===== config.mk =====
export PLATFORM = sky130hd
export DESIGN_NAME = cu_sdf_stage
export DESIGN_NICKNAME = d
export VERILOG_FILES = /design/src/rtl/fft_ctrl_pkg.sv /design/src/rtl/sdf_phase_cnt.sv /design/src/rtl/cu_sdf_stage.sv
export SDC_FILE = /design/constraint.sdc
export NUM_CORES = 1
export LEC_CHECK = 0
export CORE_AREA = 4 4 41 43
export DETAILED_ROUTE_END_ITERATION = 7
export DIE_AREA = 0 0 45 47
export PLACE_DENSITY = 0.82
export SLEW_MARGIN = 0
export SYNTH_ARGS = -nofsm -noshare
export SYNTH_HDL_FRONTEND = slang
export SYNTH_SLANG_ARGS = --single-unit

===== constraint.sdc =====
create_clock -name clk -period 4.45 [get_ports clk]
set_input_delay 0.445 -clock clk [delete_from_list [all_inputs] [get_ports clk]]
set_output_delay 0.445 -clock clk [all_outputs]
set_load 0.1 [all_outputs]

===== src/rtl/fft_ctrl_pkg.sv =====
// Shared definitions for the SDF FFT stage controllers and the twiddle datapath.
package fft_ctrl_pkg;

    // Control-unit sequencing states.
    typedef enum logic [1:0] {
        IDLE  = 2'd0,
        RUN   = 2'd1,
        DRAIN = 2'd2
    } cu_state_e;

    // Trivial-twiddle select codes understood by the twiddle multiplier.
    localparam logic [1:0] TW_PASS  = 2'b00;
    localparam logic [1:0] TW_NEG_J = 2'b01;

endpackage


===== src/rtl/sdf_phase_cnt.sv =====
// Frame sample counter for one SDF stage, plus the phase decodes derived
// from it: feedback-mux bit, group bit and end-of-phase strobes.
module sdf_phase_cnt #(
    parameter int SPAN      = 4,
    parameter int FRAME_LEN = 16
) (
    input  logic                         clk,
    input  logic                         rst,
    input  logic                         load,
    input  logic                         adv,
    output logic [$clog2(FRAME_LEN)-1:0] cnt,
    output logic                         mux_bit,
    output logic                         grp_bit,
    output logic                         grp_last,
    output logic                         fill_last,
    output logic                         frame_last
);

    // SB is the counter bit that toggles between fill and butterfly halves.
    localparam int SB = $clog2(SPAN);
    localparam int CW = $clog2(FRAME_LEN);

    // Low bits of cnt index a sample inside one 2*SPAN group.
    localparam logic [SB:0]   GRP_END   = {(SB + 1){1'b1}};
    localparam logic [SB:0]   FILL_END  = GRP_END >> 1;
    localparam logic [CW-1:0] FRAME_END = CW'(FRAME_LEN - 1);

    logic [SB:0] lo;

    assign lo         = cnt[SB:0];
    assign mux_bit    = cnt[SB];
    assign grp_last   = (lo == GRP_END);
    assign fill_last  = (lo == FILL_END);
    assign frame_last = (cnt == FRAME_END);

    // A frame of exactly 2*SPAN samples has no group bit; it is then always 0.
    if (SB + 1 < CW) begin : g_grp
        assign grp_bit = cnt[SB + 1];
    end else begin : g_no_grp
        assign grp_bit = 1'b0;
    end

    // Sample counter: cleared on a frame start, wraps at the frame end.
    always_ff @(posedge clk or posedge rst) begin
        if (rst) begin
            cnt <= '0;
        end else if (load) begin
            cnt <= '0;
        end else if (adv) begin
            cnt <= frame_last ? '0 : cnt + CW'(1);
        end
    end

endmodule


===== src/rtl/cu_sdf_stage.sv =====
// Control unit for one single-delay-feedback FFT stage: sequences a frame
// from alert_in, drives the feedback mux, butterfly enable and trivial
// twiddle select, forwards the start pulse and flags overruns.
module cu_sdf_stage
    import fft_ctrl_pkg::*;
#(
    parameter int SPAN      = 4,
    parameter int FRAME_LEN = 16,
    parameter int TW_MODE   = 1
) (
    input  logic       clk,
    input  logic       rst,
    input  logic       alert_in,
    output logic       mux_sel,
    output logic       bf_en,
    output logic       tw_en,
    output logic [1:0] tw_sel,
    output logic       alert_out,
    output logic       busy,
    output logic       overrun
);

    localparam int              CW        = $clog2(FRAME_LEN);
    localparam int              DW        = $clog2(SPAN) + 1;
    localparam logic [DW-1:0]   DRAIN_END = DW'(SPAN - 1);
    localparam logic [CW-1:0]   ALERT_CNT = CW'(SPAN);

    cu_state_e     state;
    logic [DW-1:0] dcnt;
    logic          dl_full;
    logic          grp;

    logic [CW-1:0] cnt;
    logic          mux_bit;
    logic          grp_bit;
    logic          grp_last;
    logic          fill_last;
    logic          frame_last;
    logic          in_run;
    logic          in_drain;
    logic          cnt_load;

    assign in_run   = (state == RUN);
    assign in_drain = (state == DRAIN);
    // A start outside RUN always begins at sample 0; inside RUN the counter
    // wraps to 0 by itself at the frame end.
    assign cnt_load = alert_in & ~in_run;

    sdf_phase_cnt #(
        .SPAN      (SPAN),
        .FRAME_LEN (FRAME_LEN)
    ) u_phase_cnt (
        .clk        (clk),
        .rst        (rst),
        .load       (cnt_load),
        .adv        (in_run),
        .cnt        (cnt),
        .mux_bit    (mux_bit),
        .grp_bit    (grp_bit),
        .grp_last   (grp_last),
        .fill_last  (fill_last),
        .frame_last (frame_last)
    );

    // Sequencing FSM with drain counter and sticky overrun flag.
    always_ff @(posedge clk or posedge rst) begin
        if (rst) begin
            state   <= IDLE;
            dcnt    <= '0;
            overrun <= 1'b0;
        end else begin
            case (state)
                IDLE: begin
                    if (alert_in) begin
                        state <= RUN;
                    end
                end
                RUN: begin
                    if (frame_last) begin
                        // A start on the last sample is a legal back-to-back frame.
                        if (!alert_in) begin
                            state <= DRAIN;
                            dcnt  <= '0;
                        end
                    end else if (alert_in) begin
                        overrun <= 1'b1;
                    end
                end
                DRAIN: begin
                    if (alert_in) begin
                        state <= RUN;
                    end else if (dcnt == DRAIN_END) begin
                        state <= IDLE;
                    end else begin
                        dcnt <= dcnt + DW'(1);
                    end
                end
                default: begin
                    state <= IDLE;
                end
            endcase
        end
    end

    // Delay-line tracker: full after each butterfly half, empty once the
    // following mux_sel=0 stretch has shifted SPAN differences out. A restart
    // during DRAIN keeps mux_sel low, so that stretch runs on into the new fill.
    always_ff @(posedge clk or posedge rst) begin
        if (rst) begin
            dl_full <= 1'b0;
            grp     <= 1'b0;
        end else if (in_run && grp_last) begin
            dl_full <= 1'b1;
            grp     <= grp_bit;
        end else if ((in_run && fill_last) || (in_drain && dcnt == DRAIN_END)) begin
            dl_full <= 1'b0;
        end
    end

    assign mux_sel   = in_run & mux_bit;
    assign bf_en     = mux_sel;
    assign tw_en     = dl_full & ~mux_sel;
    assign tw_sel    = ((TW_MODE == 1) && tw_en && grp) ? TW_NEG_J : TW_PASS;
    assign alert_out = in_run & (cnt == ALERT_CNT);
    assign busy      = (state != IDLE);

endmodule


==> run_results.csv, run 1 <==
group,metric,value,unit
status,status,"finished, final reports clean",
global_routing,grt_pass1_wl,2120,um
yosys,synth_top_area_share,43.7,%
route,dr_total_vias,498,
timing,slew_violations,0,
route,ant_nets,0,
yosys,ys_seq_area_share,43.7,%
yosys,synth_cell_type_count,29,
finish,drive_above_1_share,11.8,%
placed_design,dpl.hpwl,882,um
clock_network,htree_levels,1,
yosys,ys_top_cells_by_area,"dfrtp_1, ha_1, inv_1",
clock_network,ctsLongestPathBuffers,2,
yosys,synth_xor_area_share,0,%
clock_network,post-cts-setup-buffers,0,
flow_run,maxCapViolations,0,
clock_network,cts.sinks,12,
clock_network,cts.repair.resized,0,
worst_setup_path,regToRegEndpoint,"dcnt[2]$_DFFE_PP0P_",
yosys,synth-main-ff-cell,"dfrtp_1",
global_routing,grt_max_degree,13,
timing,fin_crit_sh,63.8,%
floorplan,die_w,45,um
yosys,synthMuxAreaShare,4.92,%
worst_setup_path,critical_path_arrival,2.40,ns
floorplan,row_count,13,
yosys,avgSynthCellArea,10.3,um2
floorplan,die_y,47,um
timing,tns,0,ns
floorplan,coreArea,0.00130,mm2
worst_setup_path,crit_fanout,8,
timing,setup_viol,0,
clock_network,path_clk_slew,0.09,ns
route,drcViolationCount,0,
worst_setup_path,worstPathRequired,4.01,ns
timing,finClkSkew,0.00691,ns
worst_setup_path,reg2regPathDepth,5,
timing,rsz0062_at_grt,"no",
global_routing,grt_overflow_total,0,
floorplan,die_area,0.00212,mm2
global_routing,antenna_found_initial,0,
route,first_iter_violations,6,
global_routing,first_global_vias,482,
timing,hold_viol,0,
yosys,yosys.area.top_type,"dfrtp_1",
yosys,ys_seq_elements,12,
clock_network,clock-root-buffer,"clkbuf_4",
finish,syn2layout_area_growth,17.1,%
placed_design,routabilityCongestion,0.774,
route,routed_wl,1280,um
worst_setup_path,crit_path_max_incr_delay,1.16,ns
worst_setup_path,r2r-start,"dcnt[0]$_DFFE_PP0P_",
worst_setup_path,start_kind,"flip-flop",
worst_setup_path,cp-end-kind,"primary output",
yosys,synth-simple-area-share,19.1,%
yosys,syn_area,687,um2
global_routing,grt_use_total,14.5,%
placed_design,io_buffers,9,
finish,final_nets,86,
worst_setup_path,worstPathCellList,"nand3b_1 > nor3b_1 > clkdlybuf4s50_1",
yosys,synth_adder_area_share,10.9,%
worst_setup_path,cpMaxStageDelayCell,"clkdlybuf4s50_1",
worst_setup_path,worstSetupPathType,"flip-flop to primary output",
timing,timing.hold.ws,0.472,ns
finish,antenna_cells,0,
yosys,synth_nets,76,
clock_network,postCtsHoldBufs,0,
hold_path,hp-class,"primary input to asynchronous set/reset pin",
finish,nFillCells,116,
clock_network,insertion_delay,0.28,ns
timing,worstMarginPinSlew,0.975,ns
route,drt_pass1_iterations,4,
yosys,synth_edf_count,0,
floorplan,start_util,52.8,%
yosys,ys_async_sr_fraction,100,%
yosys,ys.warnings.count,0,
yosys,synth_top_family_by_area,"simple AND/OR/NAND/NOR gates",
worst_setup_path,r2r_slack,2.71,ns
timing,fmax,352,MHz
clock_network,cts_tree,"yes",
timing,slew-limit-headroom,34.8,%
yosys,syn_inst,67,
route,wl_per_cell,14.1,um
route,via_per_inst,5.47,
timing,finalCriticalPeriod,2.84,ns
floorplan,ioPinCount,11,
yosys,synth_compound_area_share,12.4,%
clock_network,cts_buffers,3,
[layout make-up]
cell class | count | area [um2] | share of cell area [%]
clock buffers | 4 | 36.3 | 4.51
inverters | 8 | 30.0 | 3.73
multi-input cells | 43 | 329 | 40.9
flip-flops and latches | 12 | 300 | 37.3
well taps | 15 | 18.8 | 2.33
repair buffers | 9 | 90.1 | 11.2
[layout by cell type, fill, tap and decap left out, drive strengths merged]
master / count
a21oi: 4
a31o: 1
and2: 1
and2b: 1
and3: 1
clkbuf: 4
clkdlybuf4s50: 9
conb: 1
dfrtp: 12
ha: 6
inv: 8
mux2: 1
mux2i: 1
nand2: 5
nand3: 2
nand3b: 3
nand4b: 1
nor2: 1
nor2b: 1
nor3: 1
nor3b: 1
nor4b: 1
o21ai: 2
o221ai: 1
o22ai: 1
o31ai: 3
o41ai: 1
or2: 1
or4b: 1
[metal layers]
| layer | routed length (um) | global-route usage (%) | part of all wire (%) |
|---|---|---|---|
| met5 | 0 | 0 | 0 |
| met4 | 34 | 8.77 | 2.7 |
| met3 | 39 | 2.30 | 3.0 |
| met2 | 640 | 25.7 | 50 |
| met1 | 569 | 16.4 | 44 |
[cells in the mapped netlist (all sizes together) (2+ instances only)]
cell type / count
inv: 8
o31ai: 3
nand3: 2
a21oi: 4
ha: 6
nand3b: 3
buf: 4
nand2: 5
o21ai: 2
dfrtp: 12
[critical path: cells and delay by family (launching register included)]
kind | cells | cell delay [ns]
DFF | 1 | 0.44
and+or+nand+nor | 2 | 0.53
buffers and inverters | 1 | 1.16
[through the flow]
step	cells	cell area (um2)	worst slack, ns	util [%]
final	91	805	1.61	61.8
after global routing	91	805	1.47	61.8
after CTS	91	805	1.60	61.8
after detailed placement	87	768	1.94	59.0
after global placement	87	768	1.95	59.0
after floorplan	67	687	1.12	-
[flip-flops by register name, indices dropped and copies added (netlist names)]
signal           cells
u_phase_cnt.cnt      4
dcnt                 3
state                2
dl_full              1
grp                  1
overrun              1
[logic make-up after synthesis]
| family | count (synthesis) |
|---|---|
| buf+inv | 12 |
| compound gates | 13 |
| mux | 2 |
| simple gates | 21 |
| flops | 12 |
| other cells | 1 |
| fa+ha+maj | 6 |
[worst max path at each step]
| stage | from | endpoint | depth (start not counted) |
|---|---|---|---|
| after CTS | state[1]$_DFFE_PP0P_ | alert_out | 3 |
| after global placement | state[1]$_DFFE_PP0P_ | alert_out | 3 |
| after global routing | state[1]$_DFFE_PP0P_ | alert_out | 3 |
| after detailed placement | state[1]$_DFFE_PP0P_ | alert_out | 3 |
| after floorplan | state[1]$_DFFE_PP0P_ | alert_out | 2 |
| final | state[1]$_DFFE_PP0P_ | alert_out | 3 |
Power of run 1 is left out: the tool's default activity adds up to more than one toggle a clock period on the data nets, which glitch-free logic cannot reach.
==> run 2, diff against run 1 <==
- CORE_AREA: 4 4 41 43 -> unset
- CORE_MARGIN: unset -> 4
- CORE_UTILIZATION: unset -> 50
- DIE_AREA: 0 0 45 47 -> unset
- PLACE_DENSITY: 0.82 -> 0.8
- clock period: 4.45 -> 2.7 ns (I/O delays scaled with it)
==> run 2 against run 1 <==
Flip-flop and latch count is the same. Non-clock buffer count is the same. Highest routed layer unchanged. Register-to-register slack lost 1.8 ns. Sequential share of layout area increased by 0.59 points. Worst setup slack worse by 0.72 ns.
==> run_results.csv, run 2 (same netlist as run 1, synthesis figures left out) <==
group,metric,value,unit
timing,finalCriticalPeriod,1.81,ns
finish,syn2layout_area_growth,15.3,%
global_routing,grt_pass1_wl,1930,um
worst_setup_path,critical_path_arrival,1.54,ns
global_routing,grt_max_degree,13,
hold_path,hp-class,"primary input to asynchronous set/reset pin",
floorplan,die_y,45.1,um
global_routing,grt_use_total,13.7,%
route,wl_per_cell,13.0,um
timing,tns,0,ns
finish,reg_top3,"u_phase_cnt.cnt: 4 flops, dcnt: 3 flops, state: 2 flops",
floorplan,ioPinCount,11,
worst_setup_path,cp-end-kind,"primary output",
worst_setup_path,worstSetupPathType,"flip-flop to primary output",
global_routing,first_global_vias,438,
clock_network,cts_buffers,3,
placed_design,dpl.hpwl,893,um
timing,setup_viol,0,
floorplan,row_count,13,
placed_design,io_buffers,9,
timing,hold_viol,0,
clock_network,postCtsHoldBufs,0,
worst_setup_path,r2r-start,"dcnt[0]$_DFFE_PP0P_",
timing,finClkSkew,0.00398,ns
floorplan,die_area,0.00203,mm2
timing,fmax,551,MHz
clock_network,cts.repair.resized,0,
placed_design,place_ws,0.888,ns
clock_network,clock-root-buffer,"clkbuf_4",
route,routed_wl,1180,um
timing,layout_setup_ws,0.886,ns
worst_setup_path,start_kind,"flip-flop",
route,dr_total_vias,494,
finish,largest_reg_flops,4,
clock_network,insertion_delay,0.28,ns
clock_network,cts_tree,"yes",
worst_setup_path,reg2regPathDepth,5,
flow_run,maxCapViolations,0,
route,ant_nets,0,
route,drt_pass1_iterations,5,
finish,final_cell_mix,"dfrtp_1, inv_1, buf_4, ha_1, nand2_1",
finish,final_nets,86,
global_routing,antenna_found_initial,0,
route,first_iter_violations,11,
floorplan,start_util,52.8,%
placed_design,routabilityCongestion,0.854,
floorplan,die_w,45.1,um
timing,slew_violations,0,
clock_network,post-cts-setup-buffers,0,
status,status,"finished, final reports clean",
finish,drive_above_1_share,22.4,%
worst_setup_path,crit_fanout,8,
clock_network,htree_levels,1,
clock_network,ctsLongestPathBuffers,2,
clock_network,cts.sinks,12,
finish,mostFrequentLayoutCell,"dfrtp_1",
floorplan,coreArea,0.00130,mm2
timing,fin_crit_sh,67.2,%
finish,regMostFlops,"u_phase_cnt.cnt",
route,drcViolationCount,0,
global_routing,grt_overflow_total,0,
route,via_per_inst,5.43,
worst_setup_path,worstPathRequired,2.43,ns
worst_setup_path,regToRegEndpoint,"dcnt[2]$_DFFE_PP0P_",
clock_network,path_clk_slew,0.08,ns
worst_setup_path,r2r_slack,0.95,ns
timing,rsz0062_at_grt,"no",
finish,antenna_cells,0,
==> run 2: worst max path at each step <==
stage                                      to  slack, ns            startpoint  cells past startpoint
final                               alert_out       0.89  state[1]$_DFFE_PP0P_                      3
after global routing                alert_out       0.80  state[1]$_DFFE_PP0P_                      3
after CTS                           alert_out       0.88  state[1]$_DFFE_PP0P_                      3
after detailed placement  dcnt[2]$_DFFE_PP0P_       0.89              alert_in                      4
after global placement    dcnt[2]$_DFFE_PP0P_       0.89              alert_in                      4
after floorplan                     alert_out       0.52  state[1]$_DFFE_PP0P_                      2
==> run 2: critical path, cell delays in order (launching register included) <==
cell and delay (ns):
dfrtp_1 0.46, nand3b_1 0.29, nor3b_2 0.22, buf_4 0.30
==> run 2: layer usage <==
metal  vias to the layer above  track usage [%]  wire (um)
li1                        249                -          -
met1                       234             19.0        571
met2                         7             19.5        550
met3                         4             2.39         33
met4                         0             8.77         28
met5                         -                0          0
==> run 2: through the flow <==
step | cell area [um2] | utilization [%] | std cells | hold slack [ns]
3_3_place_gp | 756 | 58.1 | 87 | 0.466
3_5_place_dp | 756 | 58.1 | 87 | 0.470
5_1_grt | 792 | 60.9 | 91 | 0.335
4_1_cts | 792 | 60.9 | 91 | 0.309
6_report | 792 | 60.9 | 91 | 0.288
2_1_floorplan | 692 | - | 67 | 0.135
==> run 2: area by class of cell <==
class	instances	area [um2]
fill	118	509
multi-input combinational	43	334
sequential	12	300
clock buffer	4	36.3
tap	15	18.8
timing repair buffer	9	72.6
inverter	8	30.0
Power of run 2 is left out for the same reason.
